==> config.mk <==
export PLATFORM = sky130hd
export DESIGN_NAME = vram_arbiter
export DESIGN_NICKNAME = d
export VERILOG_FILES = /design/src/rtl/vram_arbiter.sv
export SDC_FILE = /design/constraint.sdc
export NUM_CORES = 1
export LEC_CHECK = 0
export BUFFER_PORTS_ARGS = -buffer_cell sky130_fd_sc_hd__buf_2
export CAP_MARGIN = 20
export CORE_ASPECT_RATIO = 1.4
export CORE_MARGIN = 10
export CORE_UTILIZATION = 53
export DETAILED_ROUTE_END_ITERATION = 6
export GPL_TIMING_DRIVEN = 1
export PLACE_DENSITY = 0.88
export SLEW_MARGIN = 20
export SYNTH_ARGS = -nofsm -noshare
export SYNTH_HDL_FRONTEND = slang
export SYNTH_SLANG_ARGS = --single-unit
==> constraint.sdc <==
create_clock -name clk -period 3.75 [get_ports clk]
set_input_delay 0.1875 -clock clk [delete_from_list [all_inputs] [get_ports clk]]
set_output_delay 0.1875 -clock clk [all_outputs]
set_load 0.02 [all_outputs]
==> src/rtl/vram_arbiter.sv <==
// vram_arbiter: shares the single-port screen BRAM between video scan-out and the Z80.
//
// Video fetches always win arbitration and see a fixed three-edge latency from vid_req to
// vid_valid. CPU accesses are held in a small FSM and issued on the first free edge. While
// a CPU request waits, n_wait stalls the Z80. stall_cnt counts how many edges a waiting
// CPU request lost to video.
//
// Ports
//   clk, reset            clock; asynchronous active-low reset
//   vid_req/vid_addr      one-cycle video fetch strobe and address
//   vid_data/vid_valid    fetched byte and its one-cycle valid pulse
//   cpu_req/cpu_we/...    4-phase CPU request (address, write data, direction)
//   cpu_rdata/cpu_ack     read data and level acknowledge
//   n_wait                Z80 WAIT, low while a request is outstanding and unacknowledged
//   mem_*                 registered BRAM command; mem_rdata arrives one cycle later
//   stall_clr/stall_cnt   synchronous clear and saturating contention counter
module vram_arbiter #(
   parameter int unsigned AW = 13,
   parameter int unsigned DW = 8,
   parameter int unsigned SW = 16
) (
   input  logic          clk,
   input  logic          reset,
   input  logic          vid_req,
   input  logic [AW-1:0] vid_addr,
   output logic [DW-1:0] vid_data,
   output logic          vid_valid,
   input  logic          cpu_req,
   input  logic          cpu_we,
   input  logic [AW-1:0] cpu_addr,
   input  logic [DW-1:0] cpu_wdata,
   output logic [DW-1:0] cpu_rdata,
   output logic          cpu_ack,
   output logic          n_wait,
   output logic [AW-1:0] mem_addr,
   output logic          mem_we,
   output logic [DW-1:0] mem_wdata,
   input  logic [DW-1:0] mem_rdata,
   input  logic          stall_clr,
   output logic [SW-1:0] stall_cnt
);

   typedef enum logic [2:0] {StIdle, StPend, StIssue, StRd, StAck} cpu_state_e;
   typedef enum logic [1:0] {TagNone, TagVid, TagCpu} tag_e;

   cpu_state_e state_q;
   tag_e       tag0_q;    // owner of the access issued at the last edge
   tag_e       tag1_q;    // owner of the data now on mem_rdata
   logic       op_we_q;   // direction of the issued CPU access, kept in case cpu_req drops
   logic       cpu_issue;
   logic       stall_inc;

   assign n_wait = ~(cpu_req & ~cpu_ack);

   always_comb begin
      cpu_issue = (state_q == StPend) && !vid_req;
      // A request sampled in IDLE on the same edge as a video fetch has also lost that edge.
      stall_inc = vid_req && ((state_q == StPend) || ((state_q == StIdle) && cpu_req));
   end

   always_ff @(posedge clk or negedge reset) begin
      if (!reset) begin
         state_q   <= StIdle;
         tag0_q    <= TagNone;
         tag1_q    <= TagNone;
         op_we_q   <= 1'b0;
         mem_addr  <= '0;
         mem_we    <= 1'b0;
         mem_wdata <= '0;
         vid_data  <= '0;
         vid_valid <= 1'b0;
         cpu_rdata <= '0;
         cpu_ack   <= 1'b0;
         stall_cnt <= '0;
      end else begin
         // Issue: exactly one access per edge, video first.
         mem_we <= 1'b0;
         if (vid_req) begin
            mem_addr <= vid_addr;
            tag0_q   <= TagVid;
         end else if (cpu_issue) begin
            mem_addr  <= cpu_addr;
            mem_we    <= cpu_we;
            mem_wdata <= cpu_wdata;
            op_we_q   <= cpu_we;
            tag0_q    <= cpu_we ? TagNone : TagCpu;
         end else begin
            tag0_q <= TagNone;
         end

         // Return path: tag1 marks the cycle in which mem_rdata holds the issued data.
         tag1_q    <= tag0_q;
         vid_valid <= (tag1_q == TagVid);
         if (tag1_q == TagVid) begin
            vid_data <= mem_rdata;
         end

         if (stall_clr) begin
            stall_cnt <= '0;
         end else if (stall_inc && (stall_cnt != {SW{1'b1}})) begin
            stall_cnt <= stall_cnt + 1'b1;
         end

         unique case (state_q)
            StIdle: begin
               if (cpu_req) state_q <= StPend;
            end
            StPend: begin
               if (!vid_req) state_q <= StIssue;
            end
            StIssue: begin
               if (op_we_q) begin
                  state_q <= StAck;
                  cpu_ack <= 1'b1;
               end else begin
                  state_q <= StRd;
               end
            end
            StRd: begin
               state_q   <= StAck;
               cpu_ack   <= 1'b1;
               cpu_rdata <= mem_rdata;
            end
            StAck: begin
               if (!cpu_req) begin
                  state_q <= StIdle;
                  cpu_ack <= 1'b0;
               end
            end
            default: state_q <= StIdle;
         endcase
      end
   end

   // Video must leave a gap of at least one edge, otherwise a CPU request can starve.
   assert property (@(posedge clk) disable iff (!reset) vid_req |=> !vid_req);

endmodule

==> metrics.txt, run 1 <==
# TYPE chip_impl_metric gauge
chip_impl_metric{name="yosys_register_bits",unit=""} 64
chip_impl_metric{name="yosysUniqueCellTypes",unit=""} 37
chip_impl_metric{name="synth_fp_nets",unit=""} 302
chip_impl_info{name="post-synth-top-area-cell",value="sky130_fd_sc_hd__dfrtp_1"} 1
chip_impl_metric{name="row_count",unit=""} 31
chip_impl_metric{name="setup_violations_final",unit=""} 0
chip_impl_info{name="startpoint_type",value="register"} 1
chip_impl_metric{name="latest_clock_arrival_within_the_worst_skew_pair",unit="ns"} 0.33
chip_impl_metric{name="totalNegativeSetupSlack",unit="ns"} 0
chip_impl_metric{name="gp_congestion",unit=""} 0.879
chip_impl_metric{name="design.final.nets",unit=""} 410
chip_impl_metric{name="cells_after_synthesis",unit=""} 253
chip_impl_metric{name="period_share",unit="%"} 58.3
chip_impl_metric{name="min_period",unit="ns"} 2.19
chip_impl_metric{name="grt_max_degree",unit=""} 34
chip_impl_metric{name="slew_viol_final",unit=""} 0
chip_impl_metric{name="hold_viol_final",unit=""} 0
chip_impl_metric{name="synth-warning-count",unit=""} 0
chip_impl_metric{name="ys_seq_area_share",unit="%"} 56.3
chip_impl_metric{name="p_clk_share",unit="%"} 22.4
chip_impl_metric{name="setup_slack",unit="ns"} 1.56
chip_impl_info{name="tritoncts",value="done"} 1
chip_impl_info{name="endpoint_kind_of_the_worst_setup_timing_path",value="register"} 1
chip_impl_metric{name="synth_async_sr_flop_share",unit="%"} 100
chip_impl_metric{name="grt_pass1_vias",unit=""} 2480
chip_impl_metric{name="synth_area_per_cell",unit="µm²"} 11.2
chip_impl_metric{name="preCtsSetupSlack",unit="ns"} 1.41
chip_impl_metric{name="cts_max_level",unit=""} 3
chip_impl_metric{name="seqPwrFrac",unit="%"} 42.6
chip_impl_metric{name="cts-buffers-inserted",unit=""} 9
chip_impl_metric{name="required_time_at_the_worst_slack_endpoint",unit="ns"} 4.00
chip_impl_info{name="unrepaired_setup_endpoints_after_global_routing",value="false"} 1
chip_impl_metric{name="worst_pin_slew",unit="ns"} 0.818
chip_impl_metric{name="routed_wirelength",unit="µm"} 7350
chip_impl_metric{name="drive_above_1_share",unit="%"} 41.4
chip_impl_metric{name="area_delta_synth_final",unit="%"} 26.9
chip_impl_metric{name="placement.cell_area",unit="mm²"} 0.00342
chip_impl_metric{name="first_iter_violations",unit=""} 259
chip_impl_metric{name="detail_route.first_pass.iterations",unit=""} 5
chip_impl_info{name="holdCritPathClass",value="in -> reg"} 1
chip_impl_metric{name="grt_antenna_before_repair",unit=""} 0
chip_impl_metric{name="cp.arrival",unit="ns"} 2.43
chip_impl_metric{name="stdcell_area",unit="mm²"} 0.00361
chip_impl_metric{name="final_antenna_net_count",unit=""} 0
chip_impl_metric{name="intPower",unit="mW"} 1.49
chip_impl_metric{name="vdd.ir_drop.worst",unit="mV"} 0.378
chip_impl_metric{name="clkSlewWorstSetupHoldPaths",unit="ns"} 0.07
chip_impl_metric{name="initial_core_util",unit="%"} 54.7
chip_impl_metric{name="buffer_ports.inserted",unit=""} 104
chip_impl_metric{name="vias_per_instance",unit=""} 5.66
chip_impl_metric{name="p_leak",unit="nW"} 1.74
chip_impl_metric{name="synth_enable_flop_cells",unit=""} 0
chip_impl_metric{name="final.setup_skew",unit="ns"} 0.00851
chip_impl_metric{name="grt.overflow.total",unit=""} 0
chip_impl_metric{name="antenna_cells",unit=""} 0
chip_impl_metric{name="sw_frac_of_total",unit="%"} 36.7
chip_impl_metric{name="clock_sink_count",unit=""} 64
chip_impl_metric{name="cp_max_fo",unit=""} 7
chip_impl_metric{name="maxClockFrequency",unit="MHz"} 457
chip_impl_metric{name="grt_first_pass_wirelength",unit="µm"} 11800
chip_impl_metric{name="num_vias",unit=""} 2440
chip_impl_metric{name="switching_pwr",unit="mW"} 0.864
chip_impl_metric{name="comb_power_share",unit="%"} 35.0
chip_impl_info{name="ctsRootBufferMaster",value="sky130_fd_sc_hd__clkbuf_8"} 1
chip_impl_metric{name="maxSlewHeadroom",unit="%"} 45.3
chip_impl_metric{name="hold-worst-slack",unit="ns"} 0.0477
chip_impl_info{name="yosys_most_used_dff",value="sky130_fd_sc_hd__dfrtp_1"} 1
chip_impl_metric{name="io_pins",unit=""} 105
chip_impl_metric{name="post-route-drc-count",unit=""} 0
chip_impl_metric{name="dp_hpwl",unit="µm"} 5540
chip_impl_metric{name="die-width",unit="µm"} 81.9
chip_impl_info{name="outcome",value="finished, final reports clean"} 1
chip_impl_metric{name="synth_largest_type_area_fraction",unit="%"} 56.3
chip_impl_info{name="synth_most_common_cell",value="sky130_fd_sc_hd__dfrtp_1"} 1
chip_impl_metric{name="cts_buffer_depth",unit=""} 2
chip_impl_metric{name="dieHeight",unit="µm"} 107
chip_impl_metric{name="core",unit="mm²"} 0.00520
chip_impl_metric{name="gr-usage-all-layers",unit="%"} 17.0
chip_impl_metric{name="maxCapViolations",unit=""} 0
chip_impl_metric{name="detail_route.wl_per_cell",unit="µm"} 17.1
chip_impl_metric{name="ctsResizeCount",unit=""} 0
chip_impl_info{name="synth.cells.most_frequent",value="sky130_fd_sc_hd__dfrtp_1 (64), sky130_fd_sc_hd__mux2_2 (27), sky130_fd_sc_hd__nand2_1 (20)"} 1
chip_impl_metric{name="power_per_cell_area",unit="mW/mm²"} 652
chip_impl_info{name="path_class",value="reg -> reg"} 1
chip_impl_info{name="netlist_top_cells_area",value="sky130_fd_sc_hd__dfrtp_1 (56%), sky130_fd_sc_hd__mux2_2 (11%), sky130_fd_sc_hd__mux2i_1 (4.6%)"} 1
chip_impl_metric{name="cell_area_after_synthesis",unit="mm²"} 0.00285
chip_impl_metric{name="fp.dieArea",unit="mm²"} 0.00874
==> path summary, 6_finish.rpt <==
path	slack (ns)	to	startpoint	cells past startpoint
max reg2reg	1.56	stall_cnt[13]	state_q[1]	4
min	0.05	tag0_q[1]	cpu_we	2
min reg2reg	0.35	tag1_q[0]	tag0_q[0]	0
max in group asynchronous	2.37	cpu_rdata[0]	reset	3
max	1.56	stall_cnt[13]	state_q[1]	4
min in group asynchronous	0.49	mem_addr[9]	reset	2
==> stage by stage <==
step / power (mW) / std cells / utilization [%]
after detailed placement: 1.85 / 415 / 65.8
after floorplan: 1.54 / 253 / -
after global placement: 1.82 / 415 / 65.8
after global routing: 2.50 / 431 / 69.5
after CTS: 2.39 / 431 / 69.5
final: 2.35 / 431 / 69.5
==> cells by family after synthesis <==
| kind of cell | after synthesis | synth area share, % |
|---|---|---|
| multiplexers | 40 | 15.3 |
| flip-flops | 64 | 56.3 |
| AND/OR/NAND/NOR | 87 | 16.0 |
| adder cells (fa/ha/maj) | 1 | 0.440 |
| buffers and inverters | 14 | 2.11 |
| AO/OA/AOI/OAI | 47 | 9.94 |
==> layout by cell type (no fill, tap or decap), types with 2 or more instances in the layout <==
cell                       instances
sky130_fd_sc_hd__or4_1             3
sky130_fd_sc_hd__o31ai_1           3
sky130_fd_sc_hd__mux2_2           27
sky130_fd_sc_hd__nor3_1            7
sky130_fd_sc_hd__a211oi_1          3
sky130_fd_sc_hd__and3_1            4
sky130_fd_sc_hd__inv_1             4
sky130_fd_sc_hd__o22a_1            2
sky130_fd_sc_hd__nor2b_1           4
sky130_fd_sc_hd__nand2_1          20
sky130_fd_sc_hd__mux2i_1          13
sky130_fd_sc_hd__a31oi_1           4
sky130_fd_sc_hd__buf_2           104
sky130_fd_sc_hd__nand4_1           6
sky130_fd_sc_hd__a21oi_1          13
sky130_fd_sc_hd__clkinv_4          2
sky130_fd_sc_hd__o21ai_0          17
sky130_fd_sc_hd__buf_4             2
sky130_fd_sc_hd__clkbuf_8         11
sky130_fd_sc_hd__nor4_1            6
sky130_fd_sc_hd__nand2b_1          4
sky130_fd_sc_hd__nor2_1           17
sky130_fd_sc_hd__dfrtp_1          64
sky130_fd_sc_hd__a311oi_1          2
sky130_fd_sc_hd__nand3_1           7
==> area by class of cell <==
class / count / area (µm²)
multi-input combinational: 175 / 1180
fill: 417 / 1590
sequential: 64 / 1600
clock inverter: 4 / 30.0
clock buffer: 11 / 151
tap: 66 / 82.6
inverter: 4 / 15.0
timing repair buffer: 107 / 546
==> registers in the layout (all words and copies together) (netlist names), 2 cells and up <==
name and cells:
cpu_rdata 8, mem_addr 13, mem_wdata 8, stall_cnt 16, state_q 3, tag0_q 2
tag1_q 2, vid_data 8
==> critical path, cell delays in order (launching register included) <==
cell and delay (ns):
sky130_fd_sc_hd__dfrtp_1 0.43, sky130_fd_sc_hd__or3b_1 0.44, sky130_fd_sc_hd__or4_4 0.56, sky130_fd_sc_hd__or4_1 0.50, sky130_fd_sc_hd__a21oi_1 0.18
==> metal layers <==
layer	vias to the layer above	track usage (%)	wire length [µm]
met5	-	0	0
met4	0	6.34	106
met3	16	5.18	558
met2	105	29.8	4140
met1	1176	18.3	2550
li1	1143	-	-
==> timing repair <==
action | 4_1_cts | 5_1_grt
hold buffers | 1 | 0
setup buffers | 0 | 0
hold endpoints to repair | 32 | 0
==> power by group through the flow <==
stage | logic, mW | registers (mW) | clock network (mW)
floorplan | 0.335 | 1.21 | 0
global placement | 0.815 | 1.00 | 0
detailed placement | 0.839 | 1.01 | 0
CTS | 0.842 | 1.00 | 0.541
global route | 0.903 | 1.03 | 0.566
finish | 0.823 | 1.00 | 0.527
Power figures use the tool's default switching activity.
==> run 2: changes to the inputs <==
- ABC_AREA: default -> 1
- CORE_UTILIZATION: 53 -> 45
- PLACE_DENSITY: 0.88 -> 0.79
- clock period: 3.75 -> 2 ns (I/O delays scaled with it)
==> run 2 against run 1 <==
Non-clock buffer count rose by 11; cell count rose by 25%; critical path depth increased by 3; count of clock-buffer cells in the layout shrank 1; register-to-register slack lost 1.3 ns; sequential share of layout area down 2.8 points; critical endpoint is now mem_addr[11]; worst hold slack lost 0.031 ns; global-route usage decreased by 1.3 points; die area grew 18%; combinational power increased by 91%; sequential power grew 85%; largest cell class unchanged; highest routed layer unchanged; first-iteration DRC count is 48% lower.
==> metrics.txt, run 2 <==
# TYPE chip_impl_metric gauge
chip_impl_info{name="outcome",value="finished, final reports clean"} 1
chip_impl_info{name="max_flop_register",value="stall_cnt"} 1
chip_impl_metric{name="post-route-drc-count",unit=""} 0
chip_impl_metric{name="num_vias",unit=""} 2711
chip_impl_metric{name="drive_above_1_share",unit="%"} 28.6
chip_impl_metric{name="gr-usage-all-layers",unit="%"} 15.6
chip_impl_metric{name="clkSlewWorstSetupHoldPaths",unit="ns"} 0.08
chip_impl_metric{name="synth_simple_gate_area_share",unit="%"} 26.8
chip_impl_metric{name="cp.arrival",unit="ns"} 1.97
chip_impl_info{name="synth_most_common_cell",value="sky130_fd_sc_hd__nand2_1"} 1
chip_impl_metric{name="design.final.nets",unit=""} 512
chip_impl_metric{name="cts_max_level",unit=""} 3
chip_impl_metric{name="detail_route.first_pass.iterations",unit=""} 4
chip_impl_metric{name="buffer_ports.inserted",unit=""} 104
chip_impl_metric{name="die-width",unit="µm"} 88.6
chip_impl_metric{name="row_count",unit=""} 34
chip_impl_metric{name="cells_after_synthesis",unit=""} 345
chip_impl_info{name="post-synth-top-area-cell",value="sky130_fd_sc_hd__dfrtp_1"} 1
chip_impl_info{name="mostFrequentLayoutCells",value="sky130_fd_sc_hd__nand2_1 (111), sky130_fd_sc_hd__buf_2 (104), sky130_fd_sc_hd__dfrtp_1 (64)"} 1
chip_impl_metric{name="synth_area_per_cell",unit="µm²"} 8.59
chip_impl_metric{name="grt_pass1_vias",unit=""} 2771
chip_impl_metric{name="synth_enable_flop_cells",unit=""} 0
chip_impl_info{name="crit-reg2reg-launch",value="state_q[0]"} 1
chip_impl_info{name="yosys_most_used_dff",value="sky130_fd_sc_hd__dfrtp_1"} 1
chip_impl_info{name="tritoncts",value="done"} 1
chip_impl_metric{name="placement.cell_area",unit="mm²"} 0.00354
chip_impl_metric{name="worst_path_largest_cell_delay",unit="ns"} 0.60
chip_impl_metric{name="worst_pin_slew",unit="ns"} 0.770
chip_impl_metric{name="fp.dieArea",unit="mm²"} 0.0103
chip_impl_metric{name="p_leak",unit="nW"} 2.07
chip_impl_metric{name="power_per_cell_area",unit="mW/mm²"} 1180
chip_impl_metric{name="synth_xor_area_share",unit="%"} 1.18
chip_impl_metric{name="io_pins",unit=""} 105
chip_impl_metric{name="required_time_at_the_worst_slack_endpoint",unit="ns"} 2.26
chip_impl_metric{name="dp_hpwl",unit="µm"} 5680
chip_impl_metric{name="cts-buffers-inserted",unit=""} 9
chip_impl_info{name="family_with_the_most_delay_on_the_worst_path",value="simple AND/OR/NAND/NOR gates"} 1
chip_impl_metric{name="synth_fa_ha_area_share",unit="%"} 0.422
chip_impl_metric{name="latest_clock_arrival_within_the_worst_skew_pair",unit="ns"} 0.34
chip_impl_metric{name="initial_core_util",unit="%"} 47.1
chip_impl_metric{name="cp_max_fo",unit=""} 26
chip_impl_metric{name="cts_buffer_depth",unit=""} 2
chip_impl_metric{name="maxSlewHeadroom",unit="%"} 48.7
chip_impl_metric{name="area_delta_synth_final",unit="%"} 30.1
chip_impl_metric{name="grt_antenna_before_repair",unit=""} 0
chip_impl_info{name="worst_min_delay_path_startpoint",value="mem_rdata[6]"} 1
chip_impl_metric{name="cell_area_after_synthesis",unit="mm²"} 0.00296
chip_impl_metric{name="vias_per_instance",unit=""} 5.02
chip_impl_metric{name="clock_sink_count",unit=""} 64
chip_impl_metric{name="first_iter_violations",unit=""} 135
chip_impl_metric{name="totalNegativeSetupSlack",unit="ns"} 0
chip_impl_info{name="crit_path_top_delay_cell",value="sky130_fd_sc_hd__or2_1"} 1
chip_impl_metric{name="setup_violations_final",unit=""} 0
chip_impl_info{name="synth.cells.most_frequent",value="sky130_fd_sc_hd__nand2_1 (111), sky130_fd_sc_hd__dfrtp_1 (64), sky130_fd_sc_hd__nor2_1 (34)"} 1
chip_impl_metric{name="synth_async_sr_flop_share",unit="%"} 100
chip_impl_info{name="worstPathCellList",value="inv_2 > nor2_2 > nand2_1 > inv_1 > or2_1 > nor2_1 > a21oi_1"} 1
chip_impl_metric{name="detail_route.wl_per_cell",unit="µm"} 14.2
chip_impl_metric{name="ys_seq_area_share",unit="%"} 54.0
chip_impl_metric{name="largest_register_ff_count",unit=""} 16
chip_impl_info{name="path_class",value="reg -> reg"} 1
chip_impl_metric{name="min_period",unit="ns"} 1.71
chip_impl_metric{name="grt_max_degree",unit=""} 42
chip_impl_metric{name="final.setup_skew",unit="ns"} 0.00646
chip_impl_metric{name="maxClockFrequency",unit="MHz"} 584
chip_impl_metric{name="critical_path_buf_inv_count",unit=""} 2
chip_impl_metric{name="grt.overflow.total",unit=""} 0
chip_impl_metric{name="synth_largest_type_area_fraction",unit="%"} 54.0
chip_impl_metric{name="synth-warning-count",unit=""} 0
chip_impl_info{name="ctsRootBufferMaster",value="sky130_fd_sc_hd__clkbuf_8"} 1
chip_impl_metric{name="slew_viol_final",unit=""} 0
chip_impl_info{name="setup.worst_path.start",value="state_q[0]"} 1
chip_impl_metric{name="grt_first_pass_wirelength",unit="µm"} 12700
chip_impl_info{name="reg_top3",value="stall_cnt: 16 flops, mem_addr: 13 flops"} 1
chip_impl_metric{name="vdd.ir_drop.worst",unit="mV"} 0.751
chip_impl_metric{name="antenna_cells",unit=""} 0
chip_impl_metric{name="final_antenna_net_count",unit=""} 0
chip_impl_info{name="endpoint_kind_of_the_worst_setup_timing_path",value="register"} 1
chip_impl_metric{name="synth_compound_gate_area_share",unit="%"} 7.51
chip_impl_info{name="holdCritPathClass",value="in -> reg"} 1
chip_impl_metric{name="post_synth_mux_area_share",unit="%"} 4.39
chip_impl_metric{name="gp_congestion",unit=""} 0.964
chip_impl_info{name="netlist_top_cells_area",value="sky130_fd_sc_hd__dfrtp_1 (54%), sky130_fd_sc_hd__nand2_1 (14%), sky130_fd_sc_hd__mux2i_1 (4.4%)"} 1
chip_impl_metric{name="core",unit="mm²"} 0.00630
chip_impl_info{name="layout_commonest_cell",value="sky130_fd_sc_hd__nand2_1"} 1
chip_impl_metric{name="yosys_register_bits",unit=""} 64
chip_impl_metric{name="synth_fp_nets",unit=""} 394
chip_impl_metric{name="routed_wirelength",unit="µm"} 7650
chip_impl_info{name="synth_top_family_by_area",value="simple AND/OR/NAND/NOR gates"} 1
chip_impl_info{name="startpoint_type",value="register"} 1
chip_impl_metric{name="dieHeight",unit="µm"} 116
chip_impl_metric{name="stdcell_area",unit="mm²"} 0.00386
chip_impl_metric{name="yosysUniqueCellTypes",unit=""} 28
chip_impl_metric{name="maxCapViolations",unit=""} 0
chip_impl_metric{name="period_share",unit="%"} 85.6
chip_impl_metric{name="hold_viol_final",unit=""} 0
chip_impl_info{name="unrepaired_setup_endpoints_after_global_routing",value="false"} 1
run 2: cell count changes after synthesis, moves of 5 or more:
cell                       before  now
sky130_fd_sc_hd__inv_1          4   25
sky130_fd_sc_hd__mux2_2        27    0
sky130_fd_sc_hd__clkbuf_1       7    2
sky130_fd_sc_hd__nand4_1        6   11
sky130_fd_sc_hd__buf_2          0    6
sky130_fd_sc_hd__nand3_1        7   14
sky130_fd_sc_hd__nor4_1         6    0
sky130_fd_sc_hd__nor3_1         7    1
sky130_fd_sc_hd__nand2_1       20  111
sky130_fd_sc_hd__nor2_1        17   34
run 2: timing repair:
action                                  in CTS  in global routing
hold buffers                                11                  0
setup buffers                                0                  0
endpoints found under the hold margin       35                  0
endpoints found under the setup margin       0                  0
gates resized for setup                      0                  0
run 2: logic make-up after synthesis:
logic type | after synthesis
AND/OR/NAND/NOR | 183
flip-flops | 64
AO/OA/AOI/OAI | 42
buffers and inverters | 38
multiplexers | 13
XOR/XNOR | 4
adder cells (fa/ha/maj) | 1
run 2: power breakdown:
| group | internal (mW) | switching [mW] | total (mW) |
|---|---|---|---|
| combinational | 0.504 | 1.06 | 1.57 |
| clock | 0.613 | 0.530 | 1.14 |
| sequential | 1.65 | 0.204 | 1.85 |
run 2: through the flow:
stage	power [mW]	setup slack (ns)	hold slack, ns	std cells	util (%)
finish	4.56	0.287	0.0169	540	61.3
global route	4.88	0.0102	0.0191	540	61.3
CTS	4.62	0.294	0.00670	540	61.3
global placement	3.38	0.383	0.113	513	56.3
detailed placement	3.45	0.306	0.124	513	56.3
floorplan	2.88	0.377	-0.196	345	-
run 2: final timing paths:
check | end | cells past startpoint | slack [ns]
max in group asynchronous | stall_cnt[12] | 3 | 1.12
max | mem_addr[11] | 7 | 0.29
min in group asynchronous | mem_wdata[0] | 2 | 0.28
max reg2reg | mem_addr[11] | 7 | 0.29
min reg2reg | tag1_q[0] | 0 | 0.35
min | vid_data[6] | 3 | 0.02
run 2: metal layers:
| metal | up-vias | global-route usage [%] | share of wire, % |
|---|---|---|---|
| met2 | 100 | 25.6 | 49 |
| met1 | 1250 | 17.5 | 40 |
| met4 | 0 | 8.65 | 3.2 |
| met5 | - | 0 | 0 |
| met3 | 20 | 5.13 | 7.5 |
| li1 | 1341 | - | - |
run 2: final cells by class:
type	instances	area, µm²
fill	557	2440
multi-input combinational	243	1190
tap	72	90.1
sequential	64	1600
clock inverter	6	67.6
clock buffer	10	138
timing repair buffer	118	666
inverter	27	101
run 2: worst register-to-register path: stages, from the launching register on:
cell	delay [ns]
sky130_fd_sc_hd__dfrtp_1	0.41
sky130_fd_sc_hd__inv_2	0.07
sky130_fd_sc_hd__nor2_2	0.11
sky130_fd_sc_hd__nand2_1	0.11
sky130_fd_sc_hd__inv_1	0.08
sky130_fd_sc_hd__or2_1	0.60
sky130_fd_sc_hd__nor2_1	0.09
sky130_fd_sc_hd__a21oi_1	0.15
==> run 3: changes to the inputs <==
- BUFFER_PORTS_ARGS: -buffer_cell sky130_fd_sc_hd__buf_2 -> default
- CORE_UTILIZATION: 45 -> 56
- DONT_BUFFER_PORTS: default -> 1
- PLACE_DENSITY: 0.79 -> 0.77
==> run 3 against run 2 <==
First-iteration DRC count increased by 17%; count of clock-buffer cells in the layout up 1; sequential cell count stayed put; worst setup slack got worse by 0.11 ns; largest power group unchanged; critical path depth decreased by 3; register-to-register slack got worse by 0.09 ns; clock power down 21%; largest cell class unchanged; maximum frequency is 6.1% lower; worst hold slack got worse by 0.0031 ns; cell count fell by 13%; power decreased by 10%.
==> metrics.txt, run 3 (synthesis gave the netlist of run 2 again) <==
# TYPE chip_impl_metric gauge
chip_impl_info{name="outcome",value="finished, final reports clean"} 1
chip_impl_metric{name="vias_per_instance",unit=""} 5.30
chip_impl_info{name="reg_top3",value="stall_cnt: 16 flops, mem_addr: 13 flops"} 1
chip_impl_metric{name="clock_sink_count",unit=""} 64
chip_impl_metric{name="initial_core_util",unit="%"} 57.5
chip_impl_metric{name="placement.cell_area",unit="mm²"} 0.00305
chip_impl_metric{name="gp_congestion",unit=""} 0.855
chip_impl_metric{name="finish.utilization",unit="%"} 71.3
chip_impl_metric{name="maxClockFrequency",unit="MHz"} 549
chip_impl_metric{name="design.final.nets",unit=""} 449
chip_impl_metric{name="power_per_cell_area",unit="mW/mm²"} 1120
chip_impl_info{name="startpoint_type",value="input pin"} 1
chip_impl_metric{name="grt_first_pass_wirelength",unit="µm"} 12900
chip_impl_metric{name="final_antenna_net_count",unit=""} 0
chip_impl_metric{name="placed_cell_count",unit=""} 410
chip_impl_metric{name="critical_path_buf_inv_count",unit=""} 2
chip_impl_info{name="whs_endpoint",value="mem_addr[3]"} 1
chip_impl_metric{name="hold_path_depth",unit=""} 2
chip_impl_metric{name="maxSlewHeadroom",unit="%"} 45.7
chip_impl_metric{name="latest_clock_arrival_within_the_worst_skew_pair",unit="ns"} 0.33
chip_impl_metric{name="antenna_cells",unit=""} 0
chip_impl_metric{name="p_leak",unit="nW"} 1.79
chip_impl_metric{name="row_count",unit=""} 31
chip_impl_metric{name="post-cts-setup-buffer-count",unit=""} 0
chip_impl_metric{name="total_area_of_multi_input_combinational_cells",unit="mm²"} 0.00119
chip_impl_metric{name="area_delta_synth_final",unit="%"} 24.0
chip_impl_metric{name="gr-usage-all-layers",unit="%"} 19.0
chip_impl_metric{name="cts_buffer_depth",unit=""} 2
chip_impl_metric{name="io_pins",unit=""} 105
chip_impl_metric{name="ff2ff_path_depth",unit=""} 7
chip_impl_metric{name="worst_pin_slew",unit="ns"} 0.814
chip_impl_metric{name="die-width",unit="µm"} 81.5
chip_impl_info{name="unrepaired_setup_endpoints_after_global_routing",value="false"} 1
chip_impl_metric{name="period_share",unit="%"} 91.2
chip_impl_info{name="worstPathCellList",value="dlygate4sd3_1 > mux2i_1 > dlygate4sd3_1 > a21oi_1"} 1
chip_impl_metric{name="dp_hpwl",unit="µm"} 5100
chip_impl_metric{name="grt_antenna_before_repair",unit=""} 0
chip_impl_info{name="endpoint_kind_of_the_worst_setup_timing_path",value="register"} 1
chip_impl_info{name="max_flop_register",value="stall_cnt"} 1
chip_impl_metric{name="totalNegativeSetupSlack",unit="ns"} 0
chip_impl_metric{name="min_period",unit="ns"} 1.82
chip_impl_metric{name="routed_wirelength",unit="µm"} 7930
chip_impl_info{name="tritoncts",value="done"} 1
chip_impl_info{name="crit-reg2reg-launch",value="state_q[0]"} 1
chip_impl_metric{name="drive_above_1_share",unit="%"} 8.66
chip_impl_metric{name="seq_area",unit="mm²"} 0.00160
chip_impl_metric{name="grt_max_degree",unit=""} 65
chip_impl_metric{name="hold_viol_final",unit=""} 0
chip_impl_metric{name="fillCellCount",unit=""} 385
chip_impl_metric{name="post-route-drc-count",unit=""} 0
chip_impl_metric{name="ctsResizeCount",unit=""} 0
chip_impl_metric{name="cts-buffers-inserted",unit=""} 9
chip_impl_metric{name="hold-worst-slack",unit="ns"} 0.0138
chip_impl_info{name="mostFrequentLayoutCells",value="sky130_fd_sc_hd__nand2_1 (111), sky130_fd_sc_hd__dfrtp_1 (64), sky130_fd_sc_hd__dlygate4sd3_1 (44)"} 1
chip_impl_metric{name="worst_path_largest_cell_delay",unit="ns"} 0.97
chip_impl_info{name="ctsRootBufferMaster",value="sky130_fd_sc_hd__clkbuf_8"} 1
chip_impl_metric{name="cts_max_level",unit=""} 3
chip_impl_metric{name="grt_pass1_vias",unit=""} 2722
chip_impl_metric{name="buffer_ports.inserted",unit=""} 0
chip_impl_metric{name="required_time_at_the_worst_slack_endpoint",unit="ns"} 2.18
chip_impl_metric{name="vdd.ir_drop.worst",unit="mV"} 0.796
chip_impl_metric{name="stdcell_area",unit="mm²"} 0.00368
chip_impl_metric{name="cts_hold_buffers",unit=""} 45
chip_impl_metric{name="first_iter_violations",unit=""} 158
chip_impl_metric{name="detail_route.first_pass.iterations",unit=""} 4
chip_impl_info{name="holdCritPathClass",value="in -> reg"} 1
chip_impl_metric{name="slew_viol_final",unit=""} 0
chip_impl_metric{name="setup_violations_final",unit=""} 0
chip_impl_metric{name="num_vias",unit=""} 2491
chip_impl_info{name="layout_commonest_cell",value="sky130_fd_sc_hd__nand2_1"} 1
chip_impl_metric{name="detail_route.wl_per_cell",unit="µm"} 16.9
chip_impl_metric{name="internal_reg_to_reg_setup_slack",unit="ns"} 0.20
chip_impl_metric{name="cp.arrival",unit="ns"} 2.00
chip_impl_metric{name="core",unit="mm²"} 0.00516
chip_impl_metric{name="maxCapViolations",unit=""} 0
chip_impl_info{name="path_class",value="in -> reg"} 1
chip_impl_info{name="family_with_the_most_delay_on_the_worst_path",value="buffers and inverters"} 1
chip_impl_info{name="timing.rr.end",value="mem_addr[9]"} 1
chip_impl_metric{name="clkSlewWorstSetupHoldPaths",unit="ns"} 0.06
chip_impl_metric{name="fp.dieArea",unit="mm²"} 0.00864
chip_impl_metric{name="cp_max_fo",unit=""} 12
chip_impl_metric{name="final-instance-count-excl-fill",unit=""} 470
chip_impl_metric{name="grt.overflow.total",unit=""} 0
chip_impl_info{name="crit_path_top_delay_cell",value="sky130_fd_sc_hd__dlygate4sd3_1"} 1
chip_impl_metric{name="final.setup_skew",unit="ns"} 0.00624
chip_impl_metric{name="dieHeight",unit="µm"} 106
chip_impl_info{name="worst_path_most_repeated_cell",value="sky130_fd_sc_hd__dlygate4sd3_1"} 1
chip_impl_metric{name="largest_register_ff_count",unit=""} 16
chip_impl_info{name="worst_min_delay_path_startpoint",value="cpu_addr[3]"} 1
==> run 3: power breakdown <==
group | switching [mW] | internal, mW | total [mW]
registers | 0.651 | 1.65 | 2.30
clock network | 0.464 | 0.436 | 0.900
logic | 0.576 | 0.329 | 0.905
total | 1.69 | 2.41 | 4.10
==> run 3: worst reg2reg max path, delay by kind of cell (launching register included) <==
| kind | cells | cell delay (ns) |
|---|---|---|
| AO/OA/AOI/OAI | 1 | 0.18 |
| buffers and inverters | 2 | 0.15 |
| flip-flops | 1 | 0.41 |
| AND/OR/NAND/NOR | 4 | 0.99 |
==> run 3: through the flow <==
stage	setup slack (ns)	power [mW]
2_1_floorplan	0.377	2.88
3_3_place_gp	0.325	3.04
3_5_place_dp	0.288	3.09
4_1_cts	0.243	4.11
5_1_grt	0.0356	4.36
6_report	0.177	4.10
==> run 3: cell type report <==
| class | instances | share of cell area (%) |
|---|---|---|
| clock buffer | 11 | 3.57 |
| clock inverter | 4 | 0.613 |
| inverter | 27 | 2.76 |
| multi-input combinational | 243 | 32.5 |
| sequential | 64 | 43.6 |
| tap | 66 | 2.25 |
| timing repair buffer | 55 | 14.8 |
==> run 3: metal layers <==
metal	vias up	track usage, %	wire length (µm)
li1	1219	-	-
met1	1151	19.0	2830
met2	103	32.4	4120
met3	18	7.67	813
met4	0	10.0	167
met5	-	0	0
==> run 3: worst max path at each step <==
stage	startpoint	end	slack (ns)	cells past startpoint
6_report	vid_req	mem_addr[8]	0.18	4
4_1_cts	vid_req	mem_addr[10]	0.24	4
5_1_grt	state_q[0]	mem_addr[0]	0.04	7
3_3_place_gp	stall_cnt[8]	stall_cnt[2]	0.33	8
2_1_floorplan	stall_cnt[1]	stall_cnt[12]	0.38	10
3_5_place_dp	stall_cnt[8]	stall_cnt[9]	0.29	8
